`src/rtl/sha_acc_pkg.sv`:
```
// Shared definitions for the SHA256 accelerator feed master.
// Holds the accelerator's fixed word-address map, the start command word
// and the feed FSM state encoding.
package sha_acc_pkg;

    localparam logic [4:0]  ADDR_BLK0   = 5'd0;
    localparam logic [4:0]  ADDR_CTRL   = 5'd16;
    localparam logic [4:0]  ADDR_STATUS = 5'd17;
    localparam logic [4:0]  ADDR_HASH0  = 5'd0;
    localparam logic [31:0] START_MAGIC = 32'hFFFF_FFFF;

    typedef enum logic [2:0] {
        IDLE,
        WR_BLK,
        WR_START,
        POLL_WAIT,
        POLL_RD,
        RD_HASH,
        DONE
    } feed_state_t;

endpackage

```
`src/rtl/sha_feed_master.sv`:
```
// sha_feed_master
// Avalon-MM master feeding one 512-bit message block at a time into the
// SHA256 accelerator slave: 16 block-word writes, a start write, status
// polling until done, then 8 hash-word reads. The digest is offered
// downstream on a valid/ready port.
//
// Ports
//   clk, reset          system clock, asynchronous active-low reset
//   blk_valid/ready     upstream block handshake, blk_data = 16 x 32-bit words
//   hash_valid/ready    downstream digest handshake, hash_data = 8 x 32-bit words
//   err                 one-cycle pulse when polling gives up
//   avm_*               Avalon-MM master port towards the accelerator
//
// state     | meaning
// IDLE      | blk_ready high, waiting for a block
// WR_BLK    | writing block word cnt to address cnt
// WR_START  | writing the start word to the control register
// POLL_WAIT | idle gap between status reads
// POLL_RD   | reading the status register
// RD_HASH   | reading hash word cnt
// DONE      | digest presented, waiting for hash_ready
module sha_feed_master
    import sha_acc_pkg::*;
#(
    parameter int unsigned POLL_GAP     = 4,
    parameter int unsigned POLL_TIMEOUT = 1024
) (
    input  logic         clk,
    input  logic         reset,
    input  logic         blk_valid,
    output logic         blk_ready,
    input  logic [511:0] blk_data,
    output logic         hash_valid,
    input  logic         hash_ready,
    output logic [255:0] hash_data,
    output logic         err,
    output logic [4:0]   avm_address,
    output logic         avm_chipselect,
    output logic         avm_write,
    output logic [31:0]  avm_writedata,
    output logic         avm_read,
    input  logic [31:0]  avm_readdata,
    input  logic         avm_waitrequest
);

    localparam int GAP_W  = (POLL_GAP > 0) ? $clog2(POLL_GAP + 1) : 1;
    localparam int POLL_W = $clog2(POLL_TIMEOUT + 1);
    localparam logic [GAP_W-1:0]  GAP_LAST  = GAP_W'((POLL_GAP > 0) ? POLL_GAP - 1 : 0);
    localparam logic [POLL_W-1:0] POLL_LAST = POLL_W'(POLL_TIMEOUT);

    feed_state_t         state;
    logic [511:0]        blk_q;
    logic [3:0]          cnt;
    logic [GAP_W-1:0]    gap;
    logic [POLL_W-1:0]   polls;

    logic [3:0]          cnt_nxt;
    logic [POLL_W-1:0]   polls_nxt;

    assign cnt_nxt   = cnt + 4'd1;
    assign polls_nxt = polls + 1'b1;

    // All bus outputs are registered: each state loads the strobes/address/data
    // for the transaction that follows, so the bus never sees a combinational
    // path from avm_waitrequest or avm_readdata.
    always_ff @(posedge clk or negedge reset) begin
        if (!reset) begin
            state          <= IDLE;
            blk_q          <= '0;
            cnt            <= '0;
            gap            <= '0;
            polls          <= '0;
            blk_ready      <= 1'b0;
            hash_valid     <= 1'b0;
            hash_data      <= '0;
            err            <= 1'b0;
            avm_address    <= '0;
            avm_chipselect <= 1'b0;
            avm_write      <= 1'b0;
            avm_writedata  <= '0;
            avm_read       <= 1'b0;
        end else begin
            err <= 1'b0;
            case (state)
                IDLE: begin
                    if (blk_valid && blk_ready) begin
                        // First word comes straight from the input so the
                        // write strobe appears one cycle after the handshake.
                        blk_q          <= blk_data;
                        cnt            <= '0;
                        state          <= WR_BLK;
                        blk_ready      <= 1'b0;
                        avm_chipselect <= 1'b1;
                        avm_write      <= 1'b1;
                        avm_address    <= ADDR_BLK0;
                        avm_writedata  <= blk_data[31:0];
                    end else begin
                        blk_ready <= 1'b1;
                    end
                end

                WR_BLK: begin
                    if (!avm_waitrequest) begin
                        if (cnt == 4'd15) begin
                            state         <= WR_START;
                            avm_address   <= ADDR_CTRL;
                            avm_writedata <= START_MAGIC;
                        end else begin
                            cnt           <= cnt_nxt;
                            avm_address   <= ADDR_BLK0 + {1'b0, cnt_nxt};
                            avm_writedata <= blk_q[{cnt_nxt, 5'b0} +: 32];
                        end
                    end
                end

                WR_START: begin
                    if (!avm_waitrequest) begin
                        avm_write     <= 1'b0;
                        avm_writedata <= '0;
                        polls         <= '0;
                        gap           <= '0;
                        if (POLL_GAP == 0) begin
                            state          <= POLL_RD;
                            avm_read       <= 1'b1;
                            avm_address    <= ADDR_STATUS;
                        end else begin
                            state          <= POLL_WAIT;
                            avm_chipselect <= 1'b0;
                        end
                    end
                end

                POLL_WAIT: begin
                    if (gap == GAP_LAST) begin
                        state          <= POLL_RD;
                        avm_chipselect <= 1'b1;
                        avm_read       <= 1'b1;
                        avm_address    <= ADDR_STATUS;
                    end else begin
                        gap <= gap + 1'b1;
                    end
                end

                POLL_RD: begin
                    if (!avm_waitrequest) begin
                        polls <= polls_nxt;
                        if (avm_readdata[0]) begin
                            state       <= RD_HASH;
                            cnt         <= '0;
                            avm_address <= ADDR_HASH0;
                        end else if (polls_nxt == POLL_LAST) begin
                            state          <= IDLE;
                            err            <= 1'b1;
                            blk_ready      <= 1'b1;
                            avm_read       <= 1'b0;
                            avm_chipselect <= 1'b0;
                        end else if (POLL_GAP != 0) begin
                            state          <= POLL_WAIT;
                            gap            <= '0;
                            avm_read       <= 1'b0;
                            avm_chipselect <= 1'b0;
                        end
                        // With no gap the read strobe simply stays up for the next poll.
                    end
                end

                RD_HASH: begin
                    if (!avm_waitrequest) begin
                        hash_data[{cnt[2:0], 5'b0} +: 32] <= avm_readdata;
                        if (cnt == 4'd7) begin
                            state          <= DONE;
                            hash_valid     <= 1'b1;
                            avm_read       <= 1'b0;
                            avm_chipselect <= 1'b0;
                        end else begin
                            cnt         <= cnt_nxt;
                            avm_address <= ADDR_HASH0 + {1'b0, cnt_nxt};
                        end
                    end
                end

                DONE: begin
                    if (hash_ready) begin
                        hash_valid <= 1'b0;
                        state      <= IDLE;
                        blk_ready  <= 1'b1;
                    end
                end

                default: begin
                    state <= IDLE;
                end
            endcase
        end
    end

endmodule

```
`config.mk`:
```
export PLATFORM = sky130hd
export DESIGN_NAME = sha_feed_master
export DESIGN_NICKNAME = d
export VERILOG_FILES = /design/src/rtl/sha_acc_pkg.sv /design/src/rtl/sha_feed_master.sv
export SDC_FILE = /design/constraint.sdc
export NUM_CORES = 1
export LEC_CHECK = 0
export ABC_AREA = 0
export BUFFER_PORTS_ARGS = -buffer_cell sky130_fd_sc_hd__buf_2
export CAP_MARGIN = 40
export CORE_AREA = 2 2 335 337
export DETAILED_ROUTE_END_ITERATION = 7
export DIE_AREA = 0 0 337 339
export PLACE_DENSITY = 0.51
export SLEW_MARGIN = 40
export SYNTH_ARGS = -nofsm -noshare
export SYNTH_HDL_FRONTEND = slang
export SYNTH_SLANG_ARGS = --single-unit
```
`constraint.sdc`:
```
create_clock -name clk -period 6.75 [get_ports clk]
set_input_delay 1.35 -clock clk [delete_from_list [all_inputs] [get_ports clk]]
set_output_delay 1.35 -clock clk [all_outputs]
set_load 0.03 [all_outputs]
```
# Yosys cells after proc, flatten, opt, wreduce, memory -nomap -nowiden
# Index checks and enable logic that the tools add are counted.
word_totals:
  regBits: 832
  elab_cells: 141
classes:
  eq_ne: 26
  n_shift: 3
  n_bitwise: 1
  n_reduce_logical: 25
  add_sub_neg: 4
  mux: 68
ops:
  columns: ["op", "n"]
  rows:
  - ["512-bit by 10-bit indexed part select with 32-bit output", 1]
  - ["256-bit bitwise mux", 1]
  - ["32-bit by 10-bit variable shift with 256-bit output (first input constant)", 1]
  - ["32-bit by 10-bit indexed part select with 256-bit output", 1]
  - ["32-bit 2-to-1 mux", 4]
  - ["32-bit case mux with 3 select lines", 1]
  - ["3-bit 2-to-1 mux", 15]
  - ["5-bit 2-to-1 mux", 8]
  - ["2-bit inequality test (second input constant)", 16]
  - ["4-bit 2-to-1 mux", 7]
  - ["5-bit case mux with 5 select lines", 1]
  - ["8-bit AND reduction", 3]
  - ["11-bit 2-to-1 mux", 2]
  - ["11-bit case mux with 2 select lines", 1]
  - ["3-bit case mux with 7 select lines", 1]
  - ["1-bit 2-to-1 mux", 19]
  - ["4-bit case mux with 4 select lines", 1]
  - ["6-bit AND reduction", 2]
  - ["3-bit nonzero test", 4]
  - ["11-bit by 1-bit adder with 11-bit output (second input constant)", 1]
  - ["11-bit == test (second input constant)", 1]
  - ["8-bit negation with 10-bit output", 1]
  - ["5-bit nonzero test", 2]
  - ["3-bit by 2-bit == test with 1-bit output (second input constant)", 3]
  - ["other kinds (21)", 30]

# Logic depth before layout (Yosys ltp)
logic_depth:
  word_depth: 6
  ltp_mapped: 11
  mapped_depth_nobuf: 8

# Worst setup path before layout
# No wires, ideal clock.
synth_path:
  path_type: "input-to-reg"
  from: "input port avm_waitrequest"
  to: "register hash_data[65]"
  arrival_time_ns: 2.930
  t_required_ns: 6.625
  path_stages: 5
  slack_ns: 3.695
  n_path_buf: 1
  path_cell_list: "nand2b_1 or4_4 nor3b_2 buf_2 mux2_2"
synth_via:
  elab_chain_cells: 2
synth_rtl:
  columns: ["item", "line_no", "source"]
  rows:
  - ["start: declaration", "sha_feed_master.sv:43", "input logic avm_waitrequest"]
  - ["1-bit NOT (no line)", null, null]
  - ["2-bit AND reduction (no line)", null, null]
  - ["end signal: indexed assignment", "sha_feed_master.sv:169", "hash_data[{cnt[2:0], 5'b0} +: 32] <= avm_readdata;"]
  - ["end: declaration", "sha_feed_master.sv:35", "output logic [255:0] hash_data,"]
# Every way passes these cells.
# A chain may end at the register's enable or synchronous reset.

# Worst setup path after layout
layout_path:
  from: "register cnt[0]"
  to: "register avm_writedata[11]"
layout_via:
  elab_chain_cells: 5
layout_rtl:
  columns: ["item", "line_no", "source"]
  rows:
  - ["start: declaration", "sha_feed_master.sv:53", "logic [3:0] cnt;"]
  - ["start signal: assignment", "sha_feed_master.sv:109", "cnt <= cnt_nxt;"]
  - ["start signal: assignment", "sha_feed_master.sv:176", "cnt <= cnt_nxt;"]
  - ["4-bit by 1-bit adder with 4-bit output", "sha_feed_master.sv:60", "assign cnt_nxt = cnt + 4'd1;"]
  - ["512-bit by 10-bit indexed part select with 32-bit output", "sha_feed_master.sv:111", "avm_writedata <= blk_q[{cnt_nxt, 5'b0} +: 32];"]
  - ["32-bit 2-to-1 mux *", "sha_feed_master.sv:104", "if (cnt == 4'd15) begin"]
  - ["32-bit 2-to-1 mux *", "sha_feed_master.sv:103", "if (!avm_waitrequest) begin"]
  - ["32-bit case mux with 3 select lines *", "sha_feed_master.sv:84", "case (state)"]
  - ["end signal: assignment", "sha_feed_master.sv:96", "avm_writedata <= blk_data[31:0];"]
  - ["end signal: assignment", "sha_feed_master.sv:111", null]
  - ["end: declaration", "sha_feed_master.sv:40", "output logic [31:0] avm_writedata,"]
# Every way passes the cells marked *; elsewhere a longest branch is shown, timed or not. The select of a mux whose other input is x is not followed.

==> metrics.md <==
| Metric | Value |
|---|---|
| Internal power | 13.4 mW |
| Worst Clk Skew | 29.3 ps |
| CTS sink count | 832 |
| GRT Total Usage | 23.4% |
| RSZ-0062 raised after global routing | false |
| Cts-stage hold buffer count | 0 |
| Crit path top cell by count | mux2i_1 |
| Slew of the pin with the lowest slew margin | 803 ps |
| CP Launch Type | flip-flop |
| Util after Layout | 41.4% |
| Area growth, synth to finish | 26.1% |
| Most instantiated library cell after synthesis | nand2_1 |
| FP Rows | 122 |
| Post-synth EDFFs | 0 |
| Ys flop type | dfrtp_1 |
| Post-route setup TNS | 0 ps |
| Synth warn | 0 |
| Syn_nets | 3979 |
| Maximum fanout along the worst path | 85 |
| Max incr delay on CP | 680 ps |
| Hold path startpoint | blk_q[477] |
| Worst reg2reg path startpoint | cnt[0] |
| Top sig layer | met5 |
| Routed Wire Length | 135000 um |
| Vias per cell | 4.82 |
| Cells after Synth | 3423 |
| # port buffers | 847 |
| Vias in the first global route | 28600 |
| Worst Path Buf+Inv | 2 |
| DP Wirelength | 98400 um |
| GPL Wtd Cong | 0.857 |
| H-tree Lvls | 3 |
| Post-route cell area | 0.0457 sq mm |
| Psw | 8.45 mW |
| Clk buf depth | 3 |
| F_max | 274 MHz |
| Source of the critical timing path | cnt[0] |
| Crit path max-delay family | multiplexers |
| M1 wire length | 52900 um |
| Non-filler cells, final | 5786 |
| CP Class | reg -> reg |
| Detailed Routing Iterations Pass 1 | 7 |
| Period utilisation layout | 54.0% |
| Slew margin rel. | 46.4% |
| Pwr/cell area | 479 mW/mm^2 |
| Worst path cell trace | inv_1 -> ha_4 -> buf_12 -> mux4_2 -> mux2i_1 -> mux2i_1 -> o21ai_0 -> a21oi_1 |
| NumNets Final | 4767 |
| CP required | 7320 ps |
| I/O pin count | 848 |
| Hold Violations, Final | 0 |
| Drc violations | 0 |
| MaxCap Viol Count | 0 |
| Share of power burned in registers | 36.8% |
| Die width | 337 um |
| Max-slew violation count | 0 |
| CTS resizes | 0 |
| # Post-CTS Setup Buffers | 0 |
| Avg Inst Size Synth | 10.6 sq um |
| Vias | 27900 |
| Share of cells above drive strength 1 | 33.7% |
| Root Driver | clkbuf_16 |
| Power share of the clock group | 25.3% |
| Met2 WL | 66400 um |
| Clock slew at reported path FFs | 60 ps |
| Hold WC Path Type | reg -> reg |
| Comb pwr share | 37.9% |
| Peak VDD IR | 237 uV |
| Dpl cell area | 0.0422 sq mm |
| Total CTS buffers | 94 |
| CP Capture Type | flip-flop |
| Detailed Route Iter0 Violations | 1663 |
| Switching part of the total | 38.6% |
| Core Box Area | 0.110 sq mm |
| Critical path's slowest cell | ha_4 |
| Clk_lat worst skew | 690 ps |
| Largest net degree at the start of global routing | 179 |
| Fillers | 11100 |
| Post-route ant nets | 0 |
| Global-route wire length before repair | 197000 um |
| Largest area contributor in the netlist | dfrtp_1 |
| Crit path DAT | 4210 ps |
| Hold_ws | 468 ps |
| Status | completed |
| Syn Std Cell Area | 0.0362 sq mm |
| Initial antenna violation count | 68 |
| Share of the synthesized area in the top cell type | 57.5% |
| TritonCTS clock tree | yes |
| Async SR Flop Fraction | 100% |
| Static leakage | 24.2 nW |
| Starting density of the core | 32.8% |
| Metal3 WL | 10100 um |
| DIE AREA | 0.114 sq mm |
| Post-layout minimum cycle time | 3640 ps |
| Avg WL per Cell | 23.3 um |
| Endpoints failing setup | 0 |
| DP Cell Count | 5597 |
| Global route overflow | 0 |
| Sequential share of the synthesized area | 57.5% |
| Ranking of synthesized cells by area | dfrtp_1 (57%), nand2_1 (17%), mux4_2 (8.0%), mux2_2 (6.2%), mux2i_1 (2.8%) |
| Yosys reg bits | 832 |
| Synth top cells by count | nand2_1 (1602), dfrtp_1 (832), mux2_2 (199), clkbuf_1 (151), mux4_2 (128) |
| Synth unique cells | 56 |
| Die Height | 339 um |
## metrics by stage
step                setup slack [ps]  power, mW
floorplan                       3700       13.3
global placement                2590       16.4
detailed placement              2640       16.6
CTS                             2620       22.2
global route                    3060       23.2
finish                          3110       21.9
## metal layers
layer	GRT usage [%]	vias to the layer above
li1	-	12900
met1	28.2	13800
met2	39.6	880
met3	6.98	283
met4	8.19	92
met5	0	-
## power groups by stage
stage / Combinational (mW) / Sequential (mW) / Clock [mW]
after CTS: 8.39 / 8.12 / 5.68
final: 8.29 / 8.06 / 5.54
after global placement: 8.28 / 8.17 / 0
after detailed placement: 8.37 / 8.19 / 0
after global routing: 9.08 / 8.28 / 5.87
after floorplan: 4.67 / 8.61 / 0
## registers in the layout (all words and copies together) (netlist names)
signal and cells:
gap 3, avm_writedata 32, err 1, avm_write 1, avm_address 5, avm_chipselect 1, state 3, blk_ready 1
avm_read 1, hash_valid 1, blk_q 512, polls 11, cnt 4, hash_data 256
## final timing paths
kind / endpoint / slack, ps / cells after the start
hold reg to reg: blk_q[477] / 470 / 2
max in group asynchronous: blk_q[446] / 4730 / 4
min in group asynchronous: avm_address[0] / 550 / 1
hold / removal: blk_q[477] / 470 / 2
setup reg to reg: avm_writedata[11] / 3110 / 8
setup / recovery: avm_writedata[11] / 3110 / 8
## kinds of logic after synthesis
family	count (synthesis)	synth area share, %
simple gates	1723	18.3
flops	832	57.5
mux	473	18.7
buf+inv	223	2.59
compound gates	160	2.54
fa+ha+maj	7	0.242
xor+xnor	5	0.142
## layout by cell type, fill, tap and decap left out, types with 15 or more instances in the layout
cell and count:
nand2_1 1602, buf_2 846, dfrtp_1 830, mux2_2 199, mux4_2 128, mux2i_1 100
clkbuf_16 97, o21ai_0 75, nor2_1 59, a21oi_1 42, mux2_4 40, buf_4 31
clkbuf_8 22, clkinv_2 20, clkbuf_1 19, inv_1 15
## cell type report
cell class | instances | area, sq um | area share, %
flip-flops and latches | 832 | 20800 | 45.6
multi-input cells | 2368 | 14600 | 32.0
repair buffers | 900 | 4940 | 10.8
clock buffers | 138 | 2800 | 6.13
well taps | 1488 | 1860 | 4.07
clock inverters | 38 | 569 | 1.25
inverters | 15 | 56.3 | 0.123
diodes | 7 | 17.5 | 0.0383
## worst register-to-register path: cells and delay by family (launching register included)
family | cells | cell delay, ps
AO/OA/AOI/OAI | 2 | 300
multiplexers | 3 | 1240
adder cells (fa/ha/maj) | 1 | 680
flip-flops | 1 | 580
buffers and inverters | 2 | 730
(Power assumes the default switching activity.)
